--- src/rtl/s420_pkg.sv ---
// Shared constants and types for the s420 Z-line receiver.
package s420_pkg;

  localparam int unsigned NBITS = 17;
  localparam int unsigned CW    = 5;

  typedef logic [CW-1:0] slot_t;

  // Slot index carrying C_16; the counter wraps to 0 after it.
  localparam slot_t LAST_SLOT = slot_t'(NBITS - 1);

endpackage

--- src/rtl/s420_slot_ctr.sv ---
// Slot counter for the s420 receiver.
// Ports:
//   clk         clock
//   rst         synchronous active-high reset
//   sync        frame restart, forces slot to 0 and suppresses the frame end
//   en          slot enable (P_0)
//   slot        current slot index, registered
//   frame_end_c combinational strobe: the current cycle samples the last slot
module s420_slot_ctr
  import s420_pkg::*;
(
  input  logic  clk,
  input  logic  rst,
  input  logic  sync,
  input  logic  en,
  output slot_t slot,
  output logic  frame_end_c
);

  logic clr_c;

  assign clr_c       = rst | sync;
  assign frame_end_c = en & ~clr_c & (slot == LAST_SLOT);

  // Explicit wrap at LAST_SLOT keeps the index inside 0..NBITS-1.
  always_ff @(posedge clk) begin
    if (clr_c) begin
      slot <= '0;
    end else if (en) begin
      if (slot == LAST_SLOT) begin
        slot <= '0;
      end else begin
        slot <= slot + slot_t'(1);
      end
    end
  end

endmodule

--- src/rtl/s420_deser.sv ---
// Serial-to-parallel receiver for the s420 scan stream: assembles C_0..C_16
// from Z and hands complete frames downstream with a valid/ack handshake.
// Ports:
//   CK     clock
//   RST    synchronous active-high reset
//   P_0    slot enable; Z is sampled and the slot advances only when high
//   SYNC   frame restart; discards the partial frame
//   Z      serial data for the current slot
//   ACK    consumer accepts C_OUT while VALID is high
//   C_OUT  last complete frame, C_OUT[k] = slot k
//   VALID  frame available in C_OUT
//   OVR    sticky overrun flag, cleared only by RST
//   SLOT   current slot index
module s420_deser
  import s420_pkg::*;
(
  input  logic             CK,
  input  logic             RST,
  input  logic             P_0,
  input  logic             SYNC,
  input  logic             Z,
  input  logic             ACK,
  output logic [NBITS-1:0] C_OUT,
  output logic             VALID,
  output logic             OVR,
  output slot_t            SLOT
);

  logic [NBITS-1:0] asm_q;
  logic [NBITS-1:0] asm_next_c;
  logic [NBITS-1:0] frame_c;
  logic             frame_end_c;

  s420_slot_ctr u_slot_ctr (
    .clk         (CK),
    .rst         (RST),
    .sync        (SYNC),
    .en          (P_0),
    .slot        (SLOT),
    .frame_end_c (frame_end_c)
  );

  // Write Z into the bit addressed by the current slot.
  always_comb begin
    asm_next_c = asm_q;
    for (int k = 0; k < NBITS; k++) begin
      if (SLOT == slot_t'(k)) begin
        asm_next_c[k] = Z;
      end
    end
  end

  // The final bit bypasses asm so the frame is complete on the sampling edge.
  assign frame_c = {Z, asm_q[NBITS-2:0]};

  // Assembly register, output frame and handshake.
  always_ff @(posedge CK) begin
    if (RST) begin
      asm_q <= '0;
      C_OUT <= '0;
      VALID <= 1'b0;
      OVR   <= 1'b0;
    end else begin
      if (SYNC) begin
        asm_q <= '0;
      end else if (P_0) begin
        asm_q <= asm_next_c;
      end

      if (frame_end_c) begin
        C_OUT <= frame_c;
        VALID <= 1'b1;
        if (VALID && !ACK) begin
          OVR <= 1'b1;
        end
      end else if (ACK) begin
        VALID <= 1'b0;
      end
    end
  end

endmodule

--- config.mk ---
export PLATFORM = sky130hd
export DESIGN_NAME = s420_deser
export DESIGN_NICKNAME = d
export VERILOG_FILES = /design/src/rtl/s420_pkg.sv /design/src/rtl/s420_slot_ctr.sv /design/src/rtl/s420_deser.sv
export SDC_FILE = /design/constraint.sdc
export NUM_CORES = 1
export LEC_CHECK = 0
export CELL_PAD_IN_SITES_DETAIL_PLACEMENT = 1
export CELL_PAD_IN_SITES_GLOBAL_PLACEMENT = 2
export CORE_UTILIZATION = 34
export CTS_BUF_LIST = sky130_fd_sc_hd__clkbuf_16
export CTS_CLUSTER_SIZE = 16
export DETAILED_ROUTE_END_ITERATION = 12
export GPL_ROUTABILITY_DRIVEN = 0
export PLACE_DENSITY = 0.91
export RECOVER_POWER = 100
export REMOVE_ABC_BUFFERS = 1
export SLEW_MARGIN = 40
export SYNTH_ARGS = -nofsm -noshare
export SYNTH_HDL_FRONTEND = slang
export SYNTH_HIERARCHICAL = 1
export SYNTH_SLANG_ARGS = --single-unit
--- constraint.sdc ---
create_clock -name CK -period 2.41 [get_ports CK]
set_input_delay 0.6025 -clock CK [delete_from_list [all_inputs] [get_ports CK]]
set_output_delay 0.6025 -clock CK [all_outputs]
set_load 0.01 [all_outputs]
== After elaboration in Yosys (flattened, before gate mapping) ==
Cells that the tools add are included.
Cells by class
  add/subtract/negate cells: 1
  equal/unequal tests: 16
  multiplexer cells: 3
  bitwise logic cells: 4
  reduce and logical (&&, ||, !) cells: 22
Operators by type and width (count)
  $eq A5 B4 Y1 const B: 8
  $reduce_and A2 Y1: 17
  $eq A5 B3 Y1 const B: 4
  $eq A5 B2 Y1 const B: 2
  $add A5 B1 Y5 const B: 1
  $eq A5 B1 Y1 const B: 1
  $eq A5 B5 Y1 const B: 1
  $logic_not A5 Y1: 1
  $mux W5: 1
  $and A1 B1 Y1: 2
  $mux W1: 2
  $reduce_bool A2 Y1: 1
  $reduce_or A2 Y1: 1
  $logic_and A1 B1 Y1: 1
  $logic_not A1 Y1: 1
  $not A1 Y1: 1
  $or A1 B1 Y1: 1
Storage, ports and cells
  bits in registers: 40
  output and inout port bits: 24
  logic and storage cells: 66

== Longest topological paths before layout ==
  depth in word-level cells: 5
  mapped depth: 8
  depth with buffers taken out: 6

== Modules after synthesis ==
The synthesis kept the hierarchy.
Modules (own cells, without submodules)
  s420_deser: times used 1, cells an instance 137, area each 1377.6 um^2, seq. area each 700.7 um^2
  s420_slot_ctr: times used 1, cells an instance 27, area each 261.5 um^2, seq. area each 100.1 um^2

== Worst setup path after synthesis ==
Ideal clock, no wire load.
  path kind: in2reg
  start: in P_0
  end: reg C_OUT[10]
  library setup time: 0.117 ns
  data arrival time: 1.641 ns
  setup slack: 0.651 ns
  stages on the path: 7
  path buffers: 3
  cells stage by stage: buf_4 nand4b_2 nor4_2 buf_4 buf_4 mux2i_1 nor2_1
On the way
  word-level cells in the longest chain between the ends: 2
RTL lines
  start: declaration: RTL line s420_deser.sv:19  | input logic P_0,
  $and A1 B1 Y1 (2 in series): RTL line s420_slot_ctr.sv:23  | assign frame_end_c = en & ~clr_c & (slot == LAST_SLOT);
  named net frame_end_c: RTL line s420_deser.sv:32  | logic frame_end_c;
  end signal: assignment: RTL line s420_deser.sv:71  | C_OUT <= frame_c;
  end: declaration: RTL line s420_deser.sv:23  | output logic [NBITS-1:0] C_OUT,
The timed path passes the listed nets, and every way through them passes these cells.
A chain may end at the register's enable or synchronous reset.

== Worst setup path in the final report ==
  start: reg u_slot_ctr.slot[3]
  end: out SLOT[3]
RTL lines
  start: declaration: RTL line s420_slot_ctr.sv:16  | output slot_t slot,
  start signal: assignment: RTL line s420_slot_ctr.sv:33  | slot <= slot + slot_t'(1);
  end: declaration: RTL line s420_deser.sv:26  | output slot_t SLOT
No word-level cell between the ends.

==> flow_summary.toml <==
[run_status]
status = "finished, final reports clean"

[drt]
ant_nets = 0
drcViolationCount = 0
vias_per_cell = 4.908
num_vias = 1227
drt_iter0_markers = 33
drt_pass1_iterations = 4
wl_per_cell_um = 14.93
drt_wl_total_um = 3732

[finish]
final_nets = 205
design_area_um2 = 2146
final_core_util_pct = 47.64
antennaDiodeCount = 0
area_growth_pct = 30.92
drive_gt1_share_pct = 7.576

[grt]
grt_usage_pct = 16.54
grt_pass1_wl_um = 6403
grt_antenna_before_repair = 0
grt_pass1_vias = 1315
grt_max_degree = 20
grt-ovfl-total = 0

[cts]
cts_tree = "built"
cts_max_level = 2
cts_setup_buffers = 0
cts-resized-gates = 0
cts_hold_buffers = 0
clk_pin_slew_worst_paths_ns = 0.06
tritoncts.num_buffers = 5
cts_buffer_depth = 2
clk_latency_ns = 0.28
cts_root_buf = "clkbuf_16"
cts.sinks = 40

[timing]
min_period_ns = 2.150
worst_slew_pin_slew_ns = 0.5120
period_share_pct = 89.19
rsz0062_at_grt = "no"
slew_headroom_pct = 65.55
finalClockSkew_ns = 0.006202
finalHoldViolCount = 0
worst_slack_ns = 0.2604
setup_viol = 0
fmax_ghz = 0.4652
report.final.slew_viol_count = 0

[place]
io_buffers = 29
dp_hpwl_um = 2706
dp_slack_ns = 0.1753
post_dp_cell_area_um2 = 2003

[worst_setup_path]
critPathLaunchType = "register"
cp.arrival_ns = 1.55
cp.depth = 1
worst-path-buf-inv = 1
crit_chain = "dlygate4sd3_1"
slowest_stage = "dlygate4sd3_1"
cp-end-kind = "primary output"
crit_fanout = 12
crit_required_ns = 1.81
critPathTopFamily = "buffers and inverters"
critical-path-max-stage-delay_ns = 0.67
critPathKind = "reg2out"
r2r_cells = 7

[min_path]
hold_class = "reg2reg"
hold-path-cell-count = 2

[yosys]
postSynthAreaPerCell_um2 = 9.994
synth-seq-area-share_pct = 48.85
netlist_area_um2 = 1639
ys_types = 25
syn_inst = 164
synth_seq_cells = 40
yosysWarnings = 6

[floorplanning]
die_x_um = 71.43
die_area_um2 = 5102
io_pins = 30
fp.coreArea_um2 = 4504
rows = 24
die_h_um = 71.43
initial_core_util_pct = 36.39

[power_and_ir_drop]
p_leak_nw = 0.9463
max-vdd-ir-drop_v = 0.0004745
total_power_mw = 1.452
power.density_nw_per_um2 = 676.6

[flow_run]
max-cap-violations = 0
[worst min-delay path: cells and delay by family (launching register included)]
kind,cells,cell delay [ns]
flops,1,0.31
mux,1,0.05
simple gates,1,0.05
[cells in the final DEF, fill, tap and decap left out]
cell type,synthesis,final
bufinv_16,0,1
xnor2_1,1,1
clkbuf_1,0,1
xor2_1,3,3
inv_1,2,3
nand3_1,3,3
clkdlybuf4s50_1,0,4
buf_12,0,1
nor2_4,1,1
nand3_2,1,1
ha_1,2,2
nor3_1,1,1
mux2i_1,34,34
and2b_1,2,2
and4bb_1,2,2
nand2_1,29,30
and4b_1,1,1
nor4_1,0,1
nor4b_4,1,1
nand4b_2,1,1
nor2b_1,1,1
a21oi_1,1,1
nor2_1,26,26
nand4_1,2,2
dlygate4sd3_1,0,25
dfxtp_1,40,40
clkinv_2,0,1
buf_4,3,2
clkbuf_16,0,5
o21ai_2,1,1
[final cells by class]
class / count / area [µm²]
inverters: 2 / 7.507
flip-flops and latches: 40 / 800.8
clock buffers: 5 / 125.1
well taps: 52 / 65.06
multi-input cells: 115 / 779.5
fillers: 510 / 2359
clock inverters: 3 / 38.79
repair buffers: 33 / 329.1
[flip-flops by register name (all words and copies together), names as in the netlist]
| register | cells |
|---|---|
| OVR | 1 |
| VALID | 1 |
| u_slot_ctr/slot | 5 |
| asm_q | 16 |
| C_OUT | 17 |
[logic make-up after synthesis]
kind of cell               after synthesis  synth area share, %
AOI/OAI and AO/OA                        2               0.8395
muxes                                   34                20.76
adders and majority gates                2                1.526
buffers and inverters                    9                3.054
and+or+nand+nor                         73                22.82
DFF                                     40                48.86
xor gates and xnor gates                 4                2.138
[path summary, 6_finish.rpt]
check / slack (ns) / to / startpoint
setup / recovery: 0.26 / SLOT[3] / u_slot_ctr/slot[3]
hold / removal: 0.46 / asm_q[6] / asm_q[6]
setup reg to reg: 0.53 / C_OUT[15] / u_slot_ctr/slot[0]
hold reg to reg: 0.46 / asm_q[6] / asm_q[6]
[power breakdown]
group          leakage (nW)  switching [mW]  internal (mW)
combinational         0.539          0.0284         0.0204
sequential            0.322         0.00398          0.663
clock                0.0850           0.253          0.482
total                 0.946           0.286           1.17
[per-layer routing]
metal,global-route usage [%],wire [µm],share of wire [%],vias to the layer above
met5,0,0,0,-
met4,5.778,37,0.99,0
met3,5.767,125,3.3,2
met2,28.25,1951,52,22
met1,19.26,1618,43,592
li1,-,-,-,611
[Yosys cell counts]
library cell   n  share of area (%)
dfxtp_1       40                 49
mux2i_1       34                 21
nand2_1       29                6.6
nor2_1        26                6.0
buf_2          4                1.2
buf_4          3                1.4
nand3_1        3               0.92
xor2_1         3                1.6
and2b_1        2               0.92
and4bb_1       2                1.5
ha_1           2                1.5
inv_1          2               0.46
nand4_1        2               0.76
a21oi_1        1               0.31
and4b_1        1               0.61
nand2_2        1               0.38
nand3_2        1               0.61
nand4b_2       1               0.92
nor2_4         1               0.69
nor2b_1        1               0.38
nor3_1         1               0.31
nor4_2         1               0.76
nor4b_4        1                1.5
o21ai_2        1               0.53
xnor2_1        1               0.53
[metrics by stage]
stage	std cells	hold WS [ns]	setup TNS, ns
floorplan	157	0.4381	-4.405
global placement	242	0.4475	0
detailed placement	242	0.4560	0
CTS	250	0.4641	0
global route	250	0.4845	0
finish	250	0.4618	0
Power figures use the tool's default switching activity.
